### src/rtl/pmc_pm_responder.sv
// pmc_pm_responder: pixel-matrix stand-in driven by the PMC control lines.
// Emulates a config shift chain, saturating per-pixel hit counters and a serial readout chain.
module pmc_pm_responder #(
    parameter int PIXELS    = 16,
    parameter int CNT_WIDTH = 8
) (
    input  logic              clk,
    input  logic              rst,
    input  logic [9:0]        pm_res,
    input  logic              pm_store,
    input  logic              pm_strobe,
    input  logic              pm_gate,
    input  logic              pm_sh_b,
    input  logic              pm_sh_a,
    input  logic              pm_clk_sh,
    input  logic              din,
    output logic              dout,
    output logic [PIXELS-1:0] cfg
);
    localparam int L = PIXELS * CNT_WIDTH;
    localparam int RES = 0, STORE = 1, STB = 2, GATE = 3, SHB = 4, SHA = 5, CSH = 6, DIN = 7;

    logic [7:0]           raw, s1, s2;
    logic                 sh_ev, st_ev, stb_ev;
    logic [1:0]           mode;
    logic [PIXELS-1:0]    sr;
    logic [L-1:0]         rd, cnt_flat;
    logic [CNT_WIDTH-1:0] cnt [PIXELS];
    logic                 unused_res;

    assign unused_res = ^pm_res[9:1];
    assign raw  = {din, pm_clk_sh, pm_sh_a, pm_sh_b, pm_gate, pm_strobe, pm_store, pm_res[0]};
    assign mode = {s1[SHB], s1[SHA]};
    assign dout = (mode == 2'b01) ? sr[PIXELS-1] : (mode == 2'b10) ? rd[L-1] : 1'b0;

    // pixel PIXELS-1 lands in the MSBs of the readout chain
    always_comb begin
        cnt_flat = '0;
        for (int i = 0; i < PIXELS; i++)
            cnt_flat[i*CNT_WIDTH +: CNT_WIDTH] = cnt[i];
    end

    // edges are registered so every action commits two clocks after the input rises
    always_ff @(posedge clk or posedge rst) begin
        if (rst) begin
            s1     <= '0;
            s2     <= '0;
            sh_ev  <= 1'b0;
            st_ev  <= 1'b0;
            stb_ev <= 1'b0;
            sr     <= '0;
            rd     <= '0;
            cfg    <= '0;
        end else begin
            s1     <= raw;
            s2     <= s1;
            sh_ev  <= s1[CSH] & ~s2[CSH];
            st_ev  <= s1[STORE] & ~s2[STORE];
            stb_ev <= s1[STB] & ~s2[STB];
            if (sh_ev && mode == 2'b01)
                sr <= {sr[PIXELS-2:0], s1[DIN]};
            if (sh_ev && mode == 2'b10)
                rd <= {rd[L-2:0], 1'b0};
            else if (sh_ev && mode == 2'b11)
                rd <= cnt_flat;
            if (st_ev)
                cfg <= sr;
        end
    end

    always_ff @(posedge clk or posedge rst) begin
        if (rst) begin
            for (int i = 0; i < PIXELS; i++)
                cnt[i] <= '0;
        end else begin
            for (int i = 0; i < PIXELS; i++)
                if (s1[RES])
                    cnt[i] <= '0;
                else if (stb_ev && s1[GATE] && cfg[i] && cnt[i] != {CNT_WIDTH{1'b1}})
                    cnt[i] <= cnt[i] + {{(CNT_WIDTH-1){1'b0}}, 1'b1};
        end
    end
endmodule

### config.mk
export PLATFORM = sky130hd
export DESIGN_NAME = pmc_pm_responder
export DESIGN_NICKNAME = d
export VERILOG_FILES = /design/src/rtl/pmc_pm_responder.sv
export SDC_FILE = /design/constraint.sdc
export NUM_CORES = 1
export LEC_CHECK = 0
export ABC_CLOCK_PERIOD_IN_PS = 10350
export BUFFER_PORTS_ARGS = -buffer_cell sky130_fd_sc_hd__buf_2
export CAP_MARGIN = 20
export CORE_MARGIN = 2
export CORE_UTILIZATION = 55
export CTS_BUF_LIST = sky130_fd_sc_hd__clkbuf_4 sky130_fd_sc_hd__clkbuf_8
export DETAILED_ROUTE_END_ITERATION = 6
export PLACE_DENSITY = 0.78
export SLEW_MARGIN = 15
export SYNTH_ARGS = -nofsm -noshare
export SYNTH_HDL_FRONTEND = slang
export SYNTH_SLANG_ARGS = --single-unit
### constraint.sdc
create_clock -name clk -period 10.35 [get_ports clk]
set_clock_uncertainty 0.2 [all_clocks]
set_input_delay 0.5175 -clock clk [delete_from_list [all_inputs] [get_ports clk]]
set_output_delay 0.5175 -clock clk [all_outputs]
set_load 0.1 [all_outputs]
## After elaboration in Yosys (flattened, before gate mapping)

Cells that the tools add are included.

| storage, ports and cells | value |
|---|---|
| input port bits | 19 |
| register bits | 306 |
| output and inout bits | 17 |

| cells by class | value |
|---|---|
| muxes and demuxes | 36 |
| bitwise gates (word level) | 6 |
| reductions and logical operators | 53 |
| add/sub/neg operators | 16 |
| equal/unequal tests | 19 |

Operator list:

| cell | count |
|---|---|
| 2-to-1 mux 128 bit | 2 |
| 2-to-1 mux 8 bit | 32 |
| adder 8 x 1 -> 8 bit (second input constant) | 16 |
| inequality test 8 bit (second input constant) | 16 |
| logical AND 1 bit | 36 |
| nonzero test 2 bit | 17 |
| equality test 2 bit (second input constant) | 2 |
| bitwise AND 1 bit | 3 |
| NOT 1 bit | 3 |
| equality test 2 x 1 -> 1 bit (second input constant) | 1 |
| 2-to-1 mux 1 bit | 2 |

## Logic depth before layout (Yosys ltp)

Gate-level depths: netlist of run 1.

| depth | value |
|---|---|
| depth after elaboration | 5 |
| depth in mapped cells | 6 |

## Least setup slack after synthesis of run 1

Ideal clock, no wire load.

| timing path | value |
|---|---|
| path kind | register -> output |
| start | reg s1[5] |
| end | out dout |
| slack | 6630 ps |
| stages on the path, launching flop included | 5 |
| arrival time | 3002 ps |
| buffers on the path | 3 |
| cell sequence | dfrtp_1 -> clkbuf_1 -> buf_2 -> buf_2 -> o21ai_0 |

| between the ends | value |
|---|---|
| longest elaborated chain between the ends | 3 |
| elaborated cells between the ends (all ways) | 4 |
| classes of those cells | eq/ne: 2; mux: 2 |

Ends and longest elaborated chain:

| element | line | text |
|---|---|---|
| from (decl) | 23 | `logic [7:0] raw, s1, s2;` |
| from (signal assigned) | 55 | `s1 <= raw;` |
| equality test 2 bit | 34 | `assign dout = (mode == 2'b01) ? sr[PIXELS-1] : (mode == 2'b10) ? rd[L-1] : 1'b0;` |
| 2-to-1 mux 1 bit | 34 |  |
| 2-to-1 mux 1 bit (*) | 34 |  |
| to (decl) | 17 | `output logic dout,` |

Mark *: on every way between the ends. The rest lies on a longest branch, timed or not.

## Worst setup path in the final report of run 1

| timing path | value |
|---|---|
| start | reg s1[5] |
| end | reg rd[63] |

| between the ends | value |
|---|---|
| longest elaborated chain between the ends | 3 |
| elaborated cells between the ends (all ways) | 6 |
| classes of those cells | eq/ne: 2; mux: 1; reduce/logical: 3 |

Ends and longest elaborated chain:

| element | line | text |
|---|---|---|
| equality test 2 bit (on tied branches) | 62, 64 |  |
| logical AND 1 bit (on tied branches) | 62, 64 |  |
| 2-to-1 mux 128 bit or nonzero test 2 bit (tied branches) | -- |  |
| to (signal assigned) | 63 | `rd <= {rd[L-2:0], 1'b0};` |
| to (signal assigned) | 65 | `rd <= cnt_flat;` |
| to (decl) | 27 | `logic [L-1:0] rd, cnt_flat;` |

Parallel ways exist; a longest one is shown, timed or not.
A chain may end at the register's enable or synchronous reset.

==> run summary, run 1 <==
The flow ran to the end, and the final reports show no timing, DRC or antenna violations. In this run the deepest clock path goes through 3 buffers. By instance count, the leading cell after synthesis is sky130_fd_sc_hd__dfrtp_1. The worst setup path is captured at a register. The cell count after synthesis came out at 1,312. The final critical-path share of the clock period works out to 0.3152. Setup repair after global routing left no endpoint under its margin. The number of vias after detailed routing was 9,717; the static leakage was 7.040 nW.

0 antenna diodes ended up in the layout. After clock tree synthesis, the clock-pin slew on the worst setup and hold paths is 0.06 ns. The async set-reset flop share out of synthesis was 1.000. The tools report the worst relative slew slack as 0.3142.

The data arrival time of the worst path came out at 3.45 ns. For the worst vdd rail ir drop, the log shows 0.0001101 V. Internal portion of total power: 2.015 mW. The post-cts resize count was 0.

TritonCTS built the clock tree. In the synthesized netlist, the cells that appear most often are 302 x sky130_fd_sc_hd__dfrtp_1, 212 x sky130_fd_sc_hd__nor2_1, 157 x sky130_fd_sc_hd__a21oi_1. The run gives 7 as the detailed-routing iteration count for the pre-antenna-repair pass.

The mapped netlist covers 0.01399 mm^2. The total overflow left after global routing is 0. In this run the critical register-to-register path is launched from s1[5]. Entering global routing, the biggest net connects 155 pins.

The uppermost layer routed was met4. The logs give 0.5403 for the share of synthesized area occupied by flip-flops and latches and 539 for the number of violations reported at the end of detailed-routing iteration 0. The H-tree generated during clock tree synthesis spans 2 levels. The tree is rooted in a sky130_fd_sc_hd__clkbuf_8. The final-report setup violation count was 0.

The initialized floorplan defines 58 standard-cell rows. The CTS buffer count was 48. The sequential share of power is 0.505, and the portion of synthesized cell area occupied by the leading cell type is 0.5403. The fraction of layout instances using a drive strength above 1 was 0.1272; the placeable core area was 0.02511 mm^2. Data on the critical path is required at its endpoint by 10.54 ns.

The final layout contains routed wiring with a total length of 25,970 um. In this run the worst hold path is classified as register to register. The run gives 1,362 as the number of nets in the layout. The tools report the final weighted congestion in routability-driven placement as 0.8035. The die is 163.5 um wide.

The final number of hold-violating endpoints is 0, and the met1 routed wirelength after detailed routing is 12,040 um. 36 I/O pins were placed. For the final setup slack of the worst path, the log shows 7.088 ns. The nature of the critical path startpoint is a register. Total routing usage reported by global routing: 0.2025. The floorplan step defined a die boundary enclosing 0.02672 mm^2.

The run gives 0.5571 as the initial standard-cell utilization of the core. Final hold analysis gives a worst-case slack of 0.1718 ns. The run gives 9,465 as the via count of the first global-routing pass. The logs give 0 for the final routed DRC violation total and 0.389 for the power share of the clock group. The average wire per standard cell works out to 15.37 um. The largest total area in the synthesized netlist belongs to sky130_fd_sc_hd__dfrtp_1. In this run the tool buffered the top-level ports with 26 buffer cells. The critical-path maximum fanout works out to 47. The area growth from synthesis to layout is 10.22%.

Wire segments on met2 add up to 12,490 um in the final route. The total of flip-flops plus latches after synthesis was 302; the distinct cell type count of the synthesized netlist was 43. The most used flip-flop cell after synthesis is sky130_fd_sc_hd__dfrtp_1. In this run the power spent charging and discharging nets is 719.3 uW. The final number of max-transition violations is 0.

At the pin with the least slew margin, the transition time is 1.028 ns. Derived from the worst setup path, the maximum achievable clock frequency is 306.5 MHz. Detailed placement ended at an HPWL of 15,630 um.

The detail route stage leaves a number of antenna-violating nets equal to 0. The number of nets in the synthesized netlist is 1,347. The total power divided by cell area is 177.4 mW/mm^2, and the global-route wire length before repair is 44,910 um. OpenSTA, run right after detailed placement, puts the worst setup slack at 7.099 ns. By area the synthesized netlist is led by sky130_fd_sc_hd__dfrtp_1 54%, sky130_fd_sc_hd__mux2i_1 10%, sky130_fd_sc_hd__nor2_1 5.7%.

The setup path with the least slack is of type register to register. The proportion of total power due to net switching works out to 0.2631. The fraction of power consumed by combinational cells is 0.106, and the mean number of vias per cell is 5.750. The number of enable flip-flop cells after synthesis was 0. Summed over all failing endpoints, the final setup total negative slack is 0 ns. The total number of clock tree sinks was 302; the minimum clock period was 3.262 ns. The number of fillers in the final layout came out at 2,034. Max-cap violations in this run came to 0. The amount of wire on met3 after detailed routing is 821 um.

The chip height was 163.5 um; the total of warnings raised by yosys was 0. The tools report the hold path startpoint as s1[1]. The number of antenna violations at the first check in global routing came out at 0. The worst setup path startpoint is s1[5].

For the worst-skew pair, the clock arrives at the later sink with an insertion delay of 0.56 ns. The average cell area after synthesis is 10.66 um^2.
repair_timing:
action                                 CTS  global route
setup buffers                            0             0
hold buffers                             8             1
endpoints found under the hold margin    8            65
registers in the layout (all words and copies together) (netlist names):
| name | flops |
|---|---|
| cfg | 16 |
| cnt | 128 |
| rd | 128 |
| s1 | 8 |
| s2 | 3 |
| sh_ev | 1 |
| sr | 16 |
| st_ev | 1 |
| stb_ev | 1 |
placed cells by master (no fill, tap or decap), drive strengths merged, types with 24 or more instances in the layout:
| cell type | netlist | layout |
|---|---|---|
| a21oi | 157 | 157 |
| and2 | 24 | 24 |
| and3 | 26 | 26 |
| buf | 26 | 34 |
| clkbuf | 52 | 74 |
| dfrtp | 302 | 302 |
| mux2 | 33 | 33 |
| mux2i | 144 | 144 |
| nand3 | 28 | 28 |
| nand4 | 27 | 27 |
| nor2 | 212 | 212 |
| o2111ai | 25 | 25 |
| o211ai | 25 | 25 |
| o21ai | 34 | 34 |
| xor2 | 65 | 65 |
cell families after synthesis:
logic type	synth area share
AOI/OAI and AO/OA	0.1139
xor gates and xnor gates	0.04195
adders and majority gates	0.01431
buffers and inverters	0.02836
DFF	0.5403
muxes	0.1296
and+or+nand+nor	0.1316
critical path, cell delays in order, from the launching register on:
cell and delay (ns):
sky130_fd_sc_hd__dfrtp_4 0.95, sky130_fd_sc_hd__buf_4 0.79, sky130_fd_sc_hd__buf_4 0.71, sky130_fd_sc_hd__mux2i_1 0.28, sky130_fd_sc_hd__a21oi_1 0.10
metrics by stage:
stage | total power, mW | utilization | cell area [um^2] | cells
global placement | 1.672 | 0.5682 | 14270 | 1597
detailed placement | 1.690 | 0.5682 | 14270 | 1597
CTS | 2.767 | 0.6125 | 15380 | 1688
floorplan | 1.619 | - | 13990 | 1312
global route | 2.865 | 0.6140 | 15420 | 1690
finish | 2.734 | 0.6140 | 15420 | 1690
worst paths after layout:
check / slack [ns] / end / cells after the start
worst max-delay path: 7.09 / rd[63] / 4
worst min-delay path: 0.17 / s2[1] / 0
worst max register to register: 7.09 / rd[63] / 4
worst min register to register: 0.17 / s2[1] / 0
max in group asynchronous: 7.84 / rd[102] / 5
min in group asynchronous: 0.35 / rd[83] / 3
area by class of cell:
class	count	area, um^2	share of cell area
Multi-Input combinational cell	915	6036	0.3915
Clock inverter	9	75.07	0.004870
Inverter	17	71.32	0.004626
Tap cell	330	412.9	0.02678
Clock buffer	74	955.9	0.06201
Sequential cell	302	7565	0.4907
Timing Repair Buffer	43	300.3	0.01948
power groups by stage:
stage          clock [mW]  sequential, mW  combinational (mW)
2_1_floorplan           0            1.42               0.197
3_3_place_gp            0            1.39               0.278
3_5_place_dp            0            1.40               0.291
6_report             1.06            1.38               0.290
4_1_cts              1.09            1.38               0.294
5_1_grt              1.14            1.40               0.326
metal layers:
layer / global-route usage / up-vias
met5: 0 / -
met4: 0.06300 / 0
met3: 0.03479 / 60
met2: 0.3368 / 133
met1: 0.2735 / 4819
li1: - / 4705
Note: power is estimated with default switching activity, not from simulation.
==> run 2: changes to the inputs <==
--- a/config.mk
+++ b/config.mk
@@ -5,14 +5,15 @@
 export SDC_FILE = /design/constraint.sdc
 export NUM_CORES = 1
 export LEC_CHECK = 0
-export ABC_CLOCK_PERIOD_IN_PS = 10350
+export ABC_AREA = 1
+export ABC_CLOCK_PERIOD_IN_PS = 3400
 export BUFFER_PORTS_ARGS = -buffer_cell sky130_fd_sc_hd__buf_2
 export CAP_MARGIN = 20
 export CORE_MARGIN = 2
 export CORE_UTILIZATION = 55
 export CTS_BUF_LIST = sky130_fd_sc_hd__clkbuf_4 sky130_fd_sc_hd__clkbuf_8
 export DETAILED_ROUTE_END_ITERATION = 6
-export PLACE_DENSITY = 0.78
+export PLACE_DENSITY = 0.77
 export SLEW_MARGIN = 15
 export SYNTH_ARGS = -nofsm -noshare
 export SYNTH_HDL_FRONTEND = slang
==> constraint.sdc (replaced) <==
create_clock -name clk -period 3.4 [get_ports clk]
set_clock_uncertainty 0.2 [all_clocks]
set_input_delay 0.17 -clock clk [delete_from_list [all_inputs] [get_ports clk]]
set_output_delay 0.17 -clock clk [all_outputs]
set_load 0.1 [all_outputs]
==> run summary, run 2 <==
sky130_fd_sc_hd__nand2_1 is the most common cell in the netlist. Nature of the critical path startpoint: a register. Number of enable flip-flop cells after synthesis: 0 (unchanged). The portion of synthesized cell area occupied by the leading cell type works out to 0.4981 (-0.04224). The total of flip-flops plus latches after synthesis is 302 (unchanged).

Clock root buffer master: sky130_fd_sc_hd__clkbuf_8. The largest registers in the layout are cnt (128), rd (128). The run gives 0 ns (unchanged) as the total negative setup slack. The pin count of the biggest net entering global routing came out at 136 (-12%). The die span in x is 170.1 um (+4.1%). The number of diodes was 0 (unchanged).

In this run the most critical hold path is launched from pm_clk_sh. For the final setup slack of the worst path, the log shows 1.295 ns (-5.792 ns). The worst setup slack after placement came out at 1.336 ns (-5.763 ns).

Setup repair after global routing left no endpoint under its margin. The worst vdd rail ir drop is 0.0006059 V (+450%), and the placeable core area is 0.02703 mm^2 (+7.6%). The number of nets in the layout was 2,052 (+51%).

The average wire per standard cell is 14.07 um (-8.4%). The critical-path maximum fanout is 16 (-66%). The total power divided by cell area is 524.1 mW/mm^2 (+200%), and the required time at the worst-slack endpoint is 3.64 ns (-6.90 ns).

The final reports fail on design-rule violations. The run gives 0.006530 mm^2 (+8.2%) as the combined area of the multi-input logic cells. The cell area after synthesis was 0.01517 mm^2 (+8.5%); the total routing usage reported by global routing was 0.2410 (+0.03847). For the post-cts resize count, the log shows 0 (unchanged).

Most used flip-flop cell after synthesis: sky130_fd_sc_hd__dfrtp_1. The number of fillers in the final layout is 2,324 (+14%). The number of vias after detailed routing is 12.96k (+33%). The actual transition at the worst max-transition pin came out at 0.9750 ns (-0.05272 ns). The run finished, with violations left.

Detailed placement HPWL: 20,740 um (+33%). Data arrival time of the worst path: 2.34 ns (-1.11 ns). The clock-pin slew reported for the worst setup and hold paths after clock tree synthesis is 0.06 ns (about the same).

By count the netlist is led by 640 x sky130_fd_sc_hd__nand2_1, 302 x sky130_fd_sc_hd__dfrtp_1, 271 x sky130_fd_sc_hd__o21ai_0. In this run the critical register-to-register path is launched from stb_ev. The logs give 0 (unchanged) for the final number of max-transition violations and 1,988 (+52%) for the post-synthesis cell count.

The number of placed instances, taps included is 2,293 (+44%), and the post-synth net total is 2,023 (+50%). The mean number of vias per cell was 5.409 (-5.9%). The type of the worst setup path was register to register.

The maximum achievable frequency is 475.2 MHz (+55%), and the level count of the clock H-tree is 2 (unchanged). For the share of synthesized area occupied by flip-flops and latches, the log shows 0.4981 (-0.04224). The number of input and output port buffers inserted is 26 (unchanged), and the minimum clock period is 2.105 ns (-1.158 ns). For the footprint of the flip-flops and latches, the log shows 0.007559 mm^2 (about the same).

The logs give 0.3482 (+0.03402) for the worst relative slew slack and 0 (unchanged) for the count of nets left with antenna violations after detail routing. The area added between synthesis and finish was 10.64%; the CTS buffer count was 51 (+6.3%). The tools report the final-report setup violation count as 0 (unchanged).

The via count of the first global-routing pass was 12.70k (+34%). The average cell area after synthesis was 7.632 um^2 (-28%); the distinct cell type count of the synthesized netlist was 27 (-37%). For the global-route wire length before repair, the log shows 58,110 um (+29%). Cell taking the most area after synthesis: sky130_fd_sc_hd__dfrtp_1. The post-layout instance count excluding filler cells was 2,396 (+42%); the final number of hold-violating endpoints was 0 (unchanged). For the total number of clock tree sinks, the log shows 302 (unchanged).

The maximum buffer depth of the clock tree is 3 (unchanged), and the final critical-path share of the clock period is 0.6190 (+0.3038). In the layout the commonest cells are 640 x sky130_fd_sc_hd__nand2_1, 301 x sky130_fd_sc_hd__dfrtp_1, 271 x sky130_fd_sc_hd__o21ai_0, 179 x sky130_fd_sc_hd__inv_1, 169 x sky130_fd_sc_hd__nand3_1. The run gives 0 (unchanged) as the number of antenna violations at the first check in global routing. The static leakage is 8.743 nW (+24%). The logs give 0 (unchanged) for the total of warnings raised by yosys and 0.02893 mm^2 (+8.3%) for the die area. The fraction of layout instances using a drive strength above 1 was 0.08467 (-0.04253); the number of top-level pins was 36 (unchanged). The initial standard-cell utilization of the core came out at 0.5614 (+0.004379). Area of placed instances: 0.01556 mm^2 (+9.1%).

The tools report the worst setup path startpoint as stb_ev. Final routed DRC violation total: 1 (+1). The tools report the final wirelength as 33,720 um (+30%). The chip height came out at 170.1 um (+4.1%). The endpoint class of the critical path is a register. The final weighted congestion in routability-driven placement is 0.8596 (+7.0%).

The min-delay analysis places its worst path in the category input pin to register. The clock latency of the later-clocked register in the worst-skew pair was 0.59 ns (+0.03 ns); the final design area excluding fillers was 0.01679 mm^2 (+8.9%). TritonCTS built the clock tree. The number of violations reported at the end of detailed-routing iteration 0 came out at 867 (+61%).

Total number of placement rows: 60 (+3.4%). The most common cell after layout, fill and taps aside is sky130_fd_sc_hd__nand2_1. The detailed-routing iteration count for the pre-antenna-repair pass is 7 (unchanged), and the number of violations of the max-capacitance limit is 0 (unchanged). After synthesis, the cell types taking the most area are sky130_fd_sc_hd__dfrtp_1 50%, sky130_fd_sc_hd__nand2_1 16%, sky130_fd_sc_hd__o21ai_0 8.9%.

The tools report the remaining global-route overflow as 0 (unchanged). The async set-reset flop share out of synthesis was 1.000 (unchanged).
run 2: cell count changes in the layout (fill, tap and decap cells not counted), moves of 58 or more:
cell                      delta
sky130_fd_sc_hd__a21oi_1    -88
sky130_fd_sc_hd__inv_1     +163
sky130_fd_sc_hd__mux2i_1   -144
sky130_fd_sc_hd__nand2_1   +625
sky130_fd_sc_hd__nand3_1   +141
sky130_fd_sc_hd__nor2_1     -58
sky130_fd_sc_hd__o21ai_0   +239
run 2: worst max-delay path, cell delays in order, from the launching register on:
cell and delay [ns]:
sky130_fd_sc_hd__dfrtp_1 0.32, sky130_fd_sc_hd__nand2_1 0.11, sky130_fd_sc_hd__inv_2 0.37, sky130_fd_sc_hd__nand2_1 0.16
sky130_fd_sc_hd__a21oi_2 0.37, sky130_fd_sc_hd__nor2_1 0.24, sky130_fd_sc_hd__nand2_1 0.13, sky130_fd_sc_hd__nand2_1 0.05
run 2: logic make-up after synthesis:
| group | count (synthesis) | synth area share |
|---|---|---|
| AND/OR/NAND/NOR | 997 | 0.2677 |
| AO/OA/AOI/OAI | 376 | 0.1276 |
| flip-flops | 302 | 0.4981 |
| buffers and inverters | 262 | 0.07207 |
| XOR/XNOR | 28 | 0.01616 |
| adder cells (fa/ha/maj) | 16 | 0.01319 |
| multiplexers | 7 | 0.005195 |
run 2: final timing paths:
| path | end | slack (ns) | depth (start not counted) |
|---|---|---|---|
| worst max-delay path | cnt[81] | 1.30 | 7 |
| max in group asynchronous | cfg[7] | 2.01 | 4 |
| worst min-delay path | s1[6] | 0.02 | 2 |
| worst max register to register | cnt[81] | 1.30 | 7 |
| worst min register to register | s2[2] | 0.18 | 0 |
| min in group asynchronous | cnt[74] | 0.04 | 3 |
run 2: through the flow:
stage | total power, mW | util | hold WS (ns)
final | 8.798 | 0.6212 | 0.01963
after global routing | 9.181 | 0.6212 | 0.01324
after CTS | 8.863 | 0.6212 | 0.0006140
after detailed placement | 5.382 | 0.5757 | 0.07942
after global placement | 5.341 | 0.5757 | 0.07727
after floorplan | 5.082 | - | 0.001430
run 2: report_power, final:
| part | total (mW) | switching, mW | internal, mW |
|---|---|---|---|
| combinational | 1.14 | 0.877 | 0.267 |
| clock | 3.47 | 1.48 | 1.99 |
| sequential | 4.19 | 0.245 | 3.94 |
run 2: timing repair:
action	4_1_cts	5_1_grt
hold endpoints to repair	183	0
setup buffers	0	0
hold buffers	12	0
run 2: final cells by class:
| cell class | instances | share of cell area |
|---|---|---|
| tap | 341 | 0.02542 |
| clock buffer | 84 | 0.06141 |
| sequential | 302 | 0.4502 |
| clock inverter | 7 | 0.004546 |
| multi-input combinational | 1424 | 0.3890 |
| timing repair buffer | 53 | 0.02758 |
| inverter | 185 | 0.04181 |
run 2: per-layer routing:
metal	vias to the layer above	share of wire	global-route usage
li1	6465	-	-
met1	6189	0.45	0.3134
met2	251	0.48	0.4116
met3	54	0.045	0.04326
met4	0	0.022	0.07544
met5	-	0	0
==> run 3: changes to the inputs <==
--- a/config.mk
+++ b/config.mk
@@ -6,7 +6,7 @@
 export NUM_CORES = 1
 export LEC_CHECK = 0
 export ABC_AREA = 1
-export ABC_CLOCK_PERIOD_IN_PS = 3400
+export ABC_CLOCK_PERIOD_IN_PS = 2150
 export BUFFER_PORTS_ARGS = -buffer_cell sky130_fd_sc_hd__buf_2
 export CAP_MARGIN = 20
 export CORE_MARGIN = 2
==> constraint.sdc (replaced) <==
create_clock -name clk -period 2.15 [get_ports clk]
set_clock_uncertainty 0.2 [all_clocks]
set_input_delay 0.1075 -clock clk [delete_from_list [all_inputs] [get_ports clk]]
set_output_delay 0.1075 -clock clk [all_outputs]
set_load 0.1 [all_outputs]
==> run summary, run 3 (synthesis gave the netlist of run 2 again) <==
The die area came out at 0.02893 mm^2 (unchanged). Total power: 14.19 mW (+61%). Worst min-delay path class: register to register. The logs give 0 (-1) for the final routed DRC violation total and 81 (-40%) for the pin count of the biggest net entering global routing. Final design area excluding fillers: 0.01727 mm^2 (+2.9%). The clock latency of the later-clocked register in the worst-skew pair is 0.60 ns (about the same). For the worst vdd rail ir drop, the log shows 0.0006888 V (+14%). The final number of max-transition violations is 0 (unchanged). The critical register-to-register path startpoint was s1[4]. The number of vias after detailed routing is 13.28k (+2.4%), and the minimum clock period is 2.008 ns.

Average wire per standard cell: 14.31 um (+1.7%). Setup repair after global routing left no endpoint under its margin. The post-layout instance count excluding filler cells came out at 2,436 (+1.7%).

The total number of placement rows is 60 (unchanged). The number of violations of the max-capacitance limit was 0 (unchanged); the number of input and output port buffers inserted was 26 (unchanged). The logs give 0.5614 (unchanged) for the initial standard-cell utilization of the core and 22,940 um (+11%) for the detailed placement HPWL. The number of violations reported at the end of detailed-routing iteration 0 is 942 (+8.7%), and the final critical-path share of the clock period is 0.9339. For the required time at the worst-slack endpoint, the log shows 1.84 ns (-1.80 ns).

The tools report the static leakage as 9.014 nW (+3.1%). The flow ran to the end, and the final reports show no timing, DRC or antenna violations. The data arrival time of the worst path came out at 1.70 ns (-0.64 ns). The type of the worst setup path was register to output port. In the final layout, the registers with the most flip-flops are cnt (128), rd (128). Maximum achievable frequency: 498.0 MHz. STA classifies the critical path endpoint as an output port. The clock-pin slew reported for the worst setup and hold paths after clock tree synthesis was 0.06 ns (about the same). The signal on the critical path passes through inv_1 -> nand3_1 -> nand2_1 -> clkbuf_4. The run gives 302 (unchanged) as the total number of clock tree sinks.

Critical-path maximum fanout: 4 (-12). The final setup slack of the worst path came out at 0.1420 ns (-1.153 ns). The total power divided by cell area is 821.8 mW/mm^2 (+57%), and the number of diodes is 0 (unchanged). On the critical path, the stage with the largest delay is an instance of sky130_fd_sc_hd__dfrtp_1. Fraction of layout instances using a drive strength above 1: 0.09928 (+0.01461). For the placeable core area, the log shows 0.02703 mm^2 (unchanged). In this run the most critical hold path is launched from s1[1]. The maximum buffer depth of the clock tree was 3 (unchanged); the number of fillers in the final layout was 2,223 (-4.3%).

TritonCTS built the clock tree. Via count of the first global-routing pass: 12.96k (+2.0%). The mean number of vias per cell came out at 5.450 (+0.76%).

The most common cell after layout, fill and taps aside is sky130_fd_sc_hd__nand2_1. The number of placed instances, taps included came out at 2,328 (+1.5%). The worst setup path startpoint was s1[4].

In the layout the commonest cells are 640 x sky130_fd_sc_hd__nand2_1, 301 x sky130_fd_sc_hd__dfrtp_1, 271 x sky130_fd_sc_hd__o21ai_0, 179 x sky130_fd_sc_hd__inv_1, 169 x sky130_fd_sc_hd__nand3_1. The logs give 51 (unchanged) for the CTS buffer count and 0 (unchanged) for the final number of hold-violating endpoints. The area of placed instances came out at 0.01594 mm^2 (+2.4%).

The register-to-register setup slack is 0.20 ns (-1.10 ns). The chip height is 170.1 um (unchanged). The worst setup slack after placement was 0.2437 ns (-1.092 ns); the number of nets in the layout was 2,093 (+2.0%).

For the detailed-routing iteration count for the pre-antenna-repair pass, the log shows 5 (-2). The level count of the clock H-tree is 2 (unchanged), and the die span in x is 170.1 um (unchanged). Global-route wire length before repair: 59,620 um (+2.6%).

The run gives 0 (unchanged) as the number of antenna violations at the first check in global routing. STA classifies the critical path startpoint as a register. For the final-report setup violation count, the log shows 0 (unchanged). The logs give 36 (unchanged) for the number of top-level pins and 0.8837 (+2.8%) for the final weighted congestion in routability-driven placement.

The total routing usage reported by global routing came out at 0.2482 (+0.007223). The actual transition at the worst max-transition pin was 0.6515 ns (-0.3235 ns); the remaining global-route overflow was 0 (unchanged). For the worst relative slew slack, the log shows 0.5656 (+0.2175). The tree is rooted in a sky130_fd_sc_hd__clkbuf_8. The area added between synthesis and finish was 13.80%; the final wirelength was 34,850 um (+3.4%). The longest individual stage delay on the worst path came out at 0.46 ns (+0.09 ns). The count of nets left with antenna violations after detail routing came out at 0 (unchanged).
==> run 3: cell types whose count changed in the layout (fill, tap and decap cells not counted), sizes merged <==
cell / before / now
clkinv: 4 / 6
bufinv: 1 / 2
dlygate4sd3: 12 / 18
inv: 184 / 185
clkinvlp: 3 / 1
clkbuf: 84 / 82
buf: 41 / 75
==> run 3: final timing paths <==
check                      endpoint  cells after the start
max reg2reg                  rd[23]                      6
max in group asynchronous   cnt[39]                      5
min reg2reg                   s2[1]                      0
min in group asynchronous    rd[81]                      4
max                            dout                      4
min                           s2[1]                      0
==> run 3: critical path, delay by kind of cell, from the launching register on <==
family	cells	cell delay, ns
flops	1	0.46
simple gates	2	0.18
buf+inv	2	0.46
==> run 3: repair_timing <==
action | CTS | global route
hold buffers | 18 | 0
resized for setup | 0 | 1
hold endpoints to repair | 310 | 0
setup endpoints to repair | 0 | 1
buffers inserted | 0 | 0
==> run 3: metrics by stage <==
stage / TNS, ns / hold WS [ns] / utilization
after floorplan: -656.10 / -0.06107 / -
after global placement: 0 / -0.1015 / 0.5896
after detailed placement: 0 / -0.1052 / 0.5896
after CTS: 0 / 0.1834 / 0.6388
after global routing: 0 / 0.1953 / 0.6389
final: 0 / 0.1841 / 0.6389
==> run 3: metal layers <==
metal	routed length [um]	global-route usage	up-vias	share of wire
met3	1901	0.04000	52	0.055
met2	16860	0.4252	352	0.48
met1	15370	0.3215	6322	0.44
met4	718	0.08547	0	0.021
met5	0	0	-	0
li1	-	-	6550	-
==> run 3: layout make-up <==
cell class	instances	area [um^2]	share of cell area
inverters	185	701.9	0.04065
repair buffers	94	900.9	0.05217
well taps	341	426.7	0.02471
multi-input cells	1424	6530	0.3782
clock buffers	81	1040	0.06021
clock inverters	9	110.1	0.006376
flip-flops and latches	302	7559	0.4377
==> run 3: where the power goes <==
part           internal (mW)  switching (mW)
sequential              6.23           0.378
clock                   3.31            2.34
combinational          0.498            1.43
total                   10.0            4.15
